## src/rtl/fifo_piso_drain_pkg.sv

```systemverilog
// Shared types and helpers for the FIFO parallel-in/serial-out drain stage.
package fifo_piso_drain_pkg;

  typedef enum logic {
    IDLE  = 1'b0,
    SHIFT = 1'b1
  } state_e;

  // Counter width never collapses to zero bits, even for single-chunk words.
  function automatic int safe_clog2(input int x);
    return (x <= 1) ? 1 : $clog2(x);
  endfunction

endpackage

```

## src/rtl/fifo_piso_chunk_ctr.sv

```systemverilog
// Wrapping chunk counter 0..els_p-1 with clear priority over enable.
module fifo_piso_chunk_ctr
  import fifo_piso_drain_pkg::*;
#(
  parameter int els_p = 4
) (
  input  logic clk_i,
  input  logic reset_i,
  input  logic clear_i,
  input  logic en_i,
  output logic last_o
);

  localparam int cnt_width_lp = safe_clog2(els_p);
  localparam logic [cnt_width_lp-1:0] cnt_max_lp = cnt_width_lp'(els_p - 1);

  logic [cnt_width_lp-1:0] cnt_q;

  // With els_p==1 the count is pinned at zero, so last_o is a constant one.
  always_ff @(posedge clk_i or negedge reset_i) begin
    if (!reset_i) begin
      cnt_q <= '0;
    end else if (clear_i) begin
      cnt_q <= '0;
    end else if (en_i) begin
      cnt_q <= (cnt_q == cnt_max_lp) ? '0 : cnt_q + cnt_width_lp'(1);
    end
  end

  assign last_o = (cnt_q == cnt_max_lp);

endmodule

```

## src/rtl/fifo_piso_drain.sv

```systemverilog
// Drains wide FIFO words (valid/yumi) into LSB-first narrow chunks on a valid/ready link.
module fifo_piso_drain
  import fifo_piso_drain_pkg::*;
#(
  parameter int out_width_p = 8,
  parameter int els_p       = 4
) (
  input  logic                         clk_i,
  input  logic                         reset_i,
  input  logic                         v_i,
  input  logic [els_p*out_width_p-1:0] data_i,
  output logic                         yumi_o,
  output logic                         v_o,
  output logic [out_width_p-1:0]       data_o,
  output logic                         last_o,
  input  logic                         ready_i
);

  localparam int width_lp = els_p * out_width_p;

  state_e              state_q, state_n;
  logic [width_lp-1:0] shift_q;
  logic                ctr_last;
  logic                xfer;

  assign v_o    = (state_q == SHIFT);
  assign data_o = shift_q[out_width_p-1:0];
  assign last_o = v_o & ctr_last;
  assign xfer   = v_o & ready_i;
  // A new word is taken when empty or as the final chunk leaves, giving zero-bubble reload.
  assign yumi_o = reset_i & v_i & ((state_q == IDLE) | (xfer & last_o));

  fifo_piso_chunk_ctr #(
    .els_p(els_p)
  ) ctr (
    .clk_i  (clk_i),
    .reset_i(reset_i),
    .clear_i(yumi_o),
    .en_i   (xfer & ~last_o),
    .last_o (ctr_last)
  );

  always_ff @(posedge clk_i or negedge reset_i) begin
    if (!reset_i) begin
      state_q <= IDLE;
    end else begin
      state_q <= state_n;
    end
  end

  always_comb begin
    state_n = state_q;
    if (yumi_o) begin
      state_n = SHIFT;
    end else if (xfer & last_o) begin
      state_n = IDLE;
    end
  end

  always_ff @(posedge clk_i or negedge reset_i) begin
    if (!reset_i) begin
      shift_q <= '0;
    end else if (yumi_o) begin
      shift_q <= data_i;
    end else if (xfer & ~last_o) begin
      shift_q <= shift_q >> out_width_p;
    end
  end

endmodule

```

## config.mk

```make
export PLATFORM = sky130hd
export DESIGN_NAME = fifo_piso_drain
export DESIGN_NICKNAME = d
export VERILOG_FILES = /design/src/rtl/fifo_piso_drain_pkg.sv /design/src/rtl/fifo_piso_chunk_ctr.sv /design/src/rtl/fifo_piso_drain.sv
export SDC_FILE = /design/constraint.sdc
export NUM_CORES = 1
export LEC_CHECK = 0
export CORE_ASPECT_RATIO = 0.5
export CORE_MARGIN = 2
export CORE_UTILIZATION = 47
export CTS_CLUSTER_SIZE = 20
export DETAILED_ROUTE_END_ITERATION = 6
export GPL_TIMING_DRIVEN = 1
export PLACE_DENSITY_LB_ADDON = 0.12
export SYNTH_ARGS = -nofsm -noshare
export SYNTH_HDL_FRONTEND = slang
export SYNTH_SLANG_ARGS = --single-unit
```

## constraint.sdc

```tcl
create_clock -name clk_i -period 1.8 [get_ports clk_i]
set_input_delay 0.18 -clock clk_i [delete_from_list [all_inputs] [get_ports clk_i]]
set_output_delay 0.18 -clock clk_i [all_outputs]
set_load 0.05 [all_outputs]
```

Word level (Yosys, flattened, before mapping)
Index checks and enable logic that the tools add are counted.
{"block": "word_totals", "regBits": 35, "latch_bits": 0, "mem_bits_rw": 0, "mem_bits_ro": 0, "in_bits": 36, "out_inout_bits": 11, "wordCells": 23, "mem_count": 0}
{"block": "classes", "n_addsub": 1, "n_mul": 0, "n_div": 0, "n_lt_le_gt_ge": 0, "eq_ne": 1, "shifts": 0, "muxes": 7, "bitwise": 9, "reduce_logical": 2}
{"op": "32-bit two-way mux", "n": 2}
{"op": "1-bit AND", "n": 6}
{"op": "2-bit two-way mux", "n": 3}
{"op": "2-bit nonzero test", "n": 2}
{"op": "2-bit by 1-bit adder with 2-bit output (second input constant)", "n": 1}
{"op": "2-bit equality test (second input constant)", "n": 1}
{"op": "1-bit two-way mux", "n": 2}
{"op": "1-bit NOT", "n": 2}
{"op": "1-bit bitwise OR", "n": 1}

Logic depth before layout (Yosys ltp)
{"block": "logic_depth", "depth_word": 6, "ltp_mapped": 5, "ltp_nobuf": 4}

Modules after synthesis
From an unflattened synthesis, not the netlist that was laid out.
{"block": "unflattened", "hier_cells": 168, "area_unflattened_um2": 1661.6}
{"mod": "fifo_piso_drain", "instances": 1, "cells_per_inst": 160, "area_per_inst_um2": 1561.5, "seq_area_each_um2": 825.8}
{"mod": "fifo_piso_chunk_ctr", "instances": 1, "cells_per_inst": 8, "area_per_inst_um2": 100.1, "seq_area_each_um2": 50.0}

Least setup slack after synthesis
OpenSTA, ideal clock, no wires.
{"block": "synth_timing", "path_type": "reg-to-reg", "start": "register state_q, in the netlist v_o", "end": "register shift_q[0]", "setup_ns": 0.126, "t_arrival_ns": 1.625, "required_ns": 1.674, "setup_slack_ns": 0.049, "stages_incl_launch_ff": 5, "n_path_buf": 1, "synth_period_minus_slack_ns": 1.751, "path_cell_list": "dfrtp_1 -> a21boi_4 -> nor2_2 -> buf_6 -> a221o_1"}
{"block": "synth_between", "elab_chain_len": 5, "elab_cells_between_ends": 10, "classes_between": "mux (1); bitwise (8); reduce/logical (1)"}
{"element": "start: declaration", "line": "fifo_piso_drain.sv:21", "source": "state_e state_q, state_n;"}
{"element": "start signal: assignment", "line": "fifo_piso_drain.sv:47", "source": "state_q <= state_n;"}
{"element": "1-bit AND, on equally long branches", "line": "fifo_piso_drain.sv:29, fifo_piso_drain.sv:28"}
{"element": "1-bit AND", "line": "fifo_piso_drain.sv:31", "source": "assign yumi_o = reset_i & v_i & ((state_q == IDLE) | (xfer & last_o));"}
{"element": "1-bit bitwise OR", "line": "fifo_piso_drain.sv:31"}
{"element": "1-bit AND", "line": "fifo_piso_drain.sv:31"}
{"element": "32-bit two-way mux / 2-bit nonzero test (equally long branches)"}
{"element": "end signal: assignment", "line": "fifo_piso_drain.sv:64", "source": "shift_q <= data_i;"}
{"element": "end signal: assignment", "line": "fifo_piso_drain.sv:66", "source": "shift_q <= shift_q >> out_width_p;"}
{"element": "end: declaration", "line": "fifo_piso_drain.sv:22", "source": "logic [width_lp-1:0] shift_q;"}
Parallel ways exist; a longest one is shown, timed or not.
A chain may end at the register's enable or synchronous reset.

Worst setup path in the final report
{"block": "layout_timing", "start": "register state_q, in the netlist v_o", "end": "output v_o"}
{"element": "end: declaration", "line": "fifo_piso_drain.sv:13", "source": "output logic v_o,"}
No word-level cell between the ends.

==> results.cfg <==
[outcome]
status = complete, no violations

[power]
power_w = 0.00353
leakage_nw = 0.978
ir_drop_uv = 734
power_density_nw_per_um2 = 1600

[yosys]
avgSynthCellArea_um2 = 10.6
yosys_warnings = 0
yosysSeqAreaShare_pct = 54.3
synth-seq-cells = 35
syn-num-nets = 189
netlist_area_um2 = 1610
ys_types = 23
synth_cells = 152

[job]
maxCapViolCount = 0

[min_path]
hold_start = data_i[24]
hold_path_end = shift_q[24]
hold_depth = 3
hold_path_class = input port to flop

[clock_network]
numCtsBuffers = 5
root_buffer = clkbuf_8
clock_path_buffers = 2
htreeDepth = 2
post_cts_buffers = 0
cts_tree = built
clkTransAtPathRegs_ps = 60
cts.sinks = 35
clock_latency_ps = 280

[routing]
routed-via-count = 1279
routed_via_density = 5.33
postRouteAntennaNets = 0
drt_iter0_markers = 68
first_pass_iters = 4
drc_errors = 0
drt-total-wl_mm = 3.62
wl_per_cell_um = 15.1

[sta]
setup_viol = 0
drv_slew = 0
rsz0062_at_grt = no
tns_ps = 0
hold_viol_final = 0
relSlewSlack_pct = 66.8
timing.fmax_mhz = 581
hold_slack_ps = 468
post-route-period-util_pct = 95.6
finalClockSkew_ps = 7.10
worst_pin_slew_ps = 496
setup_slack_ps = 78.4
fin_crit_ps = 1720

[placement]
port_buffers = 46
gp_congestion = 0.764
dp_slack_ps = 114
hpwl_mm = 2.63
placed_cell_area_um2 = 2110

[setup_path]
startpoint_type = flop
end_kind = output pin
arrival_ps = 1540
critical_path_buf_inv_count = 1
path_cells = clkdlybuf4s50_1
critical_path_class = flop to output pin
cpPeakStageDelay_ps = 830
regToRegEndpoint = shift_q[17]
required_ps = 1620
r2r_slack_ps = 230
cp_top_family = buffers and inverters
r2r-start = ctr.cnt_q[0]
crit_path_max_fanout = 8
reg2reg_depth = 4
crit_path_top_delay_cell = clkdlybuf4s50_1

[finish]
fin_nets = 236
final_common_cell = clkdlybuf4s50_1
final_cell_mix = clkdlybuf4s50_1, dfrtp_1, a221o_1, nand2_1, buf_4
drive_gt1_share_pct = 12.5
num_antenna_cells = 0
fin_area_um2 = 2200
area_delta_synth_final_pct = 36.5

[floorplanning]
start_util_pct = 51.5
die_area_um2 = 3950
rows = 14
core_um2 = 3140
io_pins = 47
die_w_um = 86.9
die_h_um = 45.4

[global_routing]
antenna_found_initial = 0
overflow = 0
grt_usage_pct = 20.5
grt_max_degree = 36
grt_pass1_wl_mm = 5.95
grt_pass1_vias = 1287
-- routing by layer --
layer | vias to the layer above | GRT usage, % | part of all wire (%)
li1 | 633 | - | -
met1 | 602 | 27.5 | 48
met2 | 38 | 33.0 | 45
met3 | 6 | 6.52 | 5.6
met4 | 0 | 5.63 | 0.91
met5 | - | 0 | 0
-- stage by stage --
step	utilization, %	std cells
after floorplan	-	152
after global placement	67.3	231
after detailed placement	67.3	231
after CTS	70.2	240
after global routing	70.3	240
final	70.3	240
-- layout make-up --
class	instances	area (um2)
fill	233	932
tap	40	50.0
clock buffer	7	76.3
clock inverter	1	5.00
sequential	35	876
inverter	10	37.5
timing repair buffer	58	568
multi-input combinational	89	591
-- where the power goes --
group / total, W / switching (W) / internal, W
Sequential: 0.00129 / 0.000172 / 0.00112
Combinational: 0.00170 / 0.000961 / 0.000740
Clock: 0.000532 / 0.000261 / 0.000271
-- synthesized netlist by cell type --
| cell type | n | area share (%) |
|---|---|---|
| nor2b_1 | 1 | 0.39 |
| nand2_1 | 12 | 2.8 |
| nand3b_1 | 1 | 0.47 |
| buf_4 | 8 | 3.7 |
| buf_6 | 1 | 0.70 |
| and3b_1 | 1 | 0.54 |
| and2_1 | 10 | 3.9 |
| a21oi_1 | 10 | 3.1 |
| inv_1 | 10 | 2.3 |
| ha_1 | 1 | 0.78 |
| o32ai_1 | 9 | 4.9 |
| xnor2_1 | 1 | 0.54 |
| nor2_1 | 8 | 1.9 |
| nor2_2 | 1 | 0.39 |
| o22ai_2 | 1 | 0.78 |
| a21bo_2 | 1 | 0.62 |
| buf_2 | 6 | 1.9 |
| a21boi_4 | 1 | 1.2 |
| clkbuf_1 | 3 | 0.70 |
| a221o_1 | 15 | 9.3 |
| dfrtp_1 | 35 | 54 |
| o21ai_0 | 8 | 2.5 |
| nand3_1 | 8 | 2.5 |
-- sequential cells by signal, summed over array words and instances, names as in the netlist --
signal     flops
shift_q       32
ctr.cnt_q      2
v_o            1
-- logic make-up (layout without fill, tap and decap cells) --
| logic type | after synthesis | in the layout | synth area share [%] |
|---|---|---|---|
| buffers and inverters | 28 | 76 | 9.30 |
| xor gates and xnor gates | 1 | 1 | 0.543 |
| adders and majority gates | 1 | 1 | 0.775 |
| AOI/OAI and AO/OA | 45 | 45 | 22.3 |
| and+or+nand+nor | 42 | 42 | 12.8 |
| DFF | 35 | 35 | 54.3 |
-- worst min-delay path: stages --
cell             delay (ps)
clkdlybuf4s50_1         390
nand3_1                  60
o21ai_0                  70
-- worst max path at each step --
stage	start	to	depth (start not counted)
final	v_o	v_o	1
after global routing	reset_i	yumi_o	6
after CTS	ctr.cnt_q[0]	yumi_o	5
after detailed placement	ready_i	shift_q[17]	4
after global placement	ready_i	shift_q[7]	4
after floorplan	v_o	shift_q[0]	4
-- timing repair --
| item | 4_1_cts | 5_1_grt |
|---|---|---|
| endpoints found under the setup margin | 0 | 1 |
| endpoints found under the hold margin | 35 | 0 |
| hold buffers | 1 | 0 |
| resized for setup | 0 | 1 |
No activity file was read; power rests on OpenSTA's default activity.
==> patch, RTL diff (same flow settings) <==
Reset style: synchronous (`reset_i`), changed in 3 clocked blocks.
--- a/src/rtl/fifo_piso_chunk_ctr.sv
+++ b/src/rtl/fifo_piso_chunk_ctr.sv
@@ -17,7 +17,7 @@
   logic [cnt_width_lp-1:0] cnt_q;
 
   // With els_p==1 the count is pinned at zero, so last_o is a constant one.
-  always_ff @(posedge clk_i or negedge reset_i) begin
+  always_ff @(posedge clk_i) begin
     if (!reset_i) begin
       cnt_q <= '0;
     end else if (clear_i) begin
--- a/src/rtl/fifo_piso_drain.sv
+++ b/src/rtl/fifo_piso_drain.sv
@@ -40,7 +40,7 @@
     .last_o (ctr_last)
   );
 
-  always_ff @(posedge clk_i or negedge reset_i) begin
+  always_ff @(posedge clk_i) begin
     if (!reset_i) begin
       state_q <= IDLE;
     end else begin
@@ -57,7 +57,7 @@
     end
   end
 
-  always_ff @(posedge clk_i or negedge reset_i) begin
+  always_ff @(posedge clk_i) begin
     if (!reset_i) begin
       shift_q <= '0;
     end else if (yumi_o) begin
Function: differs if reset_i is asserted again (counterexample within 4 cycles, from zero or initial values and one cycle with reset_i low); with reset_i held inactive, the same outputs for 10 cycles.
==> patch against the original RTL <==
- sequential cell count did not move
- routed wire length up 6.4%
- worst setup slack worse by 0.0092 ns
- highest routed layer unchanged
- area after synthesis increased by 2.9%
- final area grew 0.45%
- maximum frequency decreased by 0.53%
- largest cell class is now multi-input combinational cells
- critical endpoint is now yumi_o
Power is not compared: it rests on default switching activity, and its combinational part moved more than twofold at a synthesized area within 25%.
==> patch: results (changes against the original RTL) <==
[placement]
gp_congestion=0.795  ; +4.0%
post-place-cells=275  ; +19%
placed_area_um2=2120  ; +0.53%
hpwl_mm=2.54  ; -3.6%

[timing]
tightestPinTransition_ns=0.501  ; +0.00512 ns
skew_ns=0.00250  ; -0.00460 ns
hold_slack_ns=0.467  ; -0.000915 ns

[synthesis]
ys_top_cells_by_count=nand2_1 (49), dfxtp_1 (35), a31oi_1 (24), o31ai_1 (24), buf_4 (12)
ys.flop_type=dfxtp_1
ys_seq_area_share_pct=42.2  ; -12 points
syn-num-nets=235  ; +24%
ys_async_sr_fraction_pct=0  ; -100 points
avgSynthCellArea_um2=8.39  ; -21%
synth_cell_types=24  ; +4.3%
ys_top_cells_by_area=dfxtp_1 (42%), nand2_1 (11%), o31ai_1 (11%)

[global_routing]
grt_first_pass_wirelength_mm=5.95  ; -0.12%
grt_pass1_vias=1271  ; -1.2%
grt_max_degree=34  ; -5.6%
grt.total_usage_pct=19.4  ; -1.1 points

[worst_setup_path]
cp_slowest_stage_delay_ns=0.33  ; -0.50 ns
cp_max_fo=11  ; +3
ff2ff_path_depth=5  ; +1
cp-startpoint=ctr.cnt_q[0]
rrSetupSlack_ns=0.26  ; +0.03 ns
crit_family=flip-flops
r2r-end=shift_q[21]
crit_slowest_cell=dfxtp_1

[power]
p_leak_nw=0.769

[die]
start_util_pct=48.6  ; -2.8 points

[clock_network]
cts_htree_levels=2  ; unchanged
clk_latency_ns=0.28  ; about the same

[cells_and_area]
fillCellCount=295  ; +27%
largest-register=shift_q
drive_above_1_share_pct=8.62  ; -3.9 points
nNetsFinal=268  ; +14%

[route]
drtIter0Drc=101  ; +49%
routed_via_density=5.35  ; +0.32%
avgRoutedWirePerCell_um=13.6  ; -9.8%
vias=1513  ; +18%

[worst_hold_path]
hold_end=shift_q[9]
hp-class=reg -> reg
worstHoldPathCells=2  ; -1
hold_start=shift_q[17]

[outcome]
run_status=finished clean

-- patch: layout make-up --
class,instances,area (um^2),share of cell area (%)
Sequential cell,35,701,31.7
Clock inverter,1,5.00,0.226
Clock buffer,7,76.3,3.45
Tap cell,51,63.8,2.88
Timing Repair Buffer,54,566,25.6
Multi-Input combinational cell,134,798,36.1
Inverter,1,3.75,0.170
-- patch: stage by stage --
stage / worst slack, ns / util, %
floorplan: 0.0612 / -
detailed placement: 0.157 / 62.1
CTS: 0.0764 / 64.8
global route: 0.00800 / 64.8
global placement: 0.192 / 62.1
finish: 0.0692 / 64.8
-- patch: worst max path at each step --
stage | slack [ns] | to | cells past startpoint
after floorplan | 0.06 | yumi_o | 5
after global placement | 0.19 | yumi_o | 5
after detailed placement | 0.16 | yumi_o | 5
after CTS | 0.08 | yumi_o | 5
after global routing | 0.008 | yumi_o | 5
final | 0.07 | yumi_o | 5
-- patch: worst register-to-register path, cell delays in order (launching register included) --
cell     delay, ns
dfxtp_1       0.33
ha_1          0.27
and3b_1       0.28
buf_4         0.27
nand2_1       0.11
a31oi_1       0.20
-- patch: cells by family (layout without fill, tap and decap cells) --
kind of cell / count (synthesis) / in the layout / synth area share, %
adders and majority gates: 1 / 1 / 0.753
AOI/OAI and AO/OA: 67 / 67 / 28.8
xor gates and xnor gates: 1 / 1 / 0.527
muxes: 1 / 1 / 0.903
and+or+nand+nor: 64 / 64 / 16.3
DFF: 35 / 35 / 42.2
buffers and inverters: 29 / 63 / 10.5
-- patch: power breakdown --
part,internal (mW),switching [mW]
logic,0.164,0.183
clock network,0.271,0.273
registers,0.821,0.0249
-- patch: what timing repair did --
item                                    CTS  global route
endpoints found under the hold margin     0             0
resized for setup                         2             0
buffers inserted                          0             0
endpoints found under the setup margin    1             0
-- patch: metal layers --
| layer | vias to the layer above | share of wire [%] | global-route usage, % |
|---|---|---|---|
| met5 | - | 0 | 0 |
| met4 | 0 | 0.49 | 4.55 |
| met3 | 2 | 7.1 | 5.43 |
| met2 | 47 | 41 | 28.9 |
| met1 | 694 | 51 | 28.0 |
| li1 | 770 | - | - |
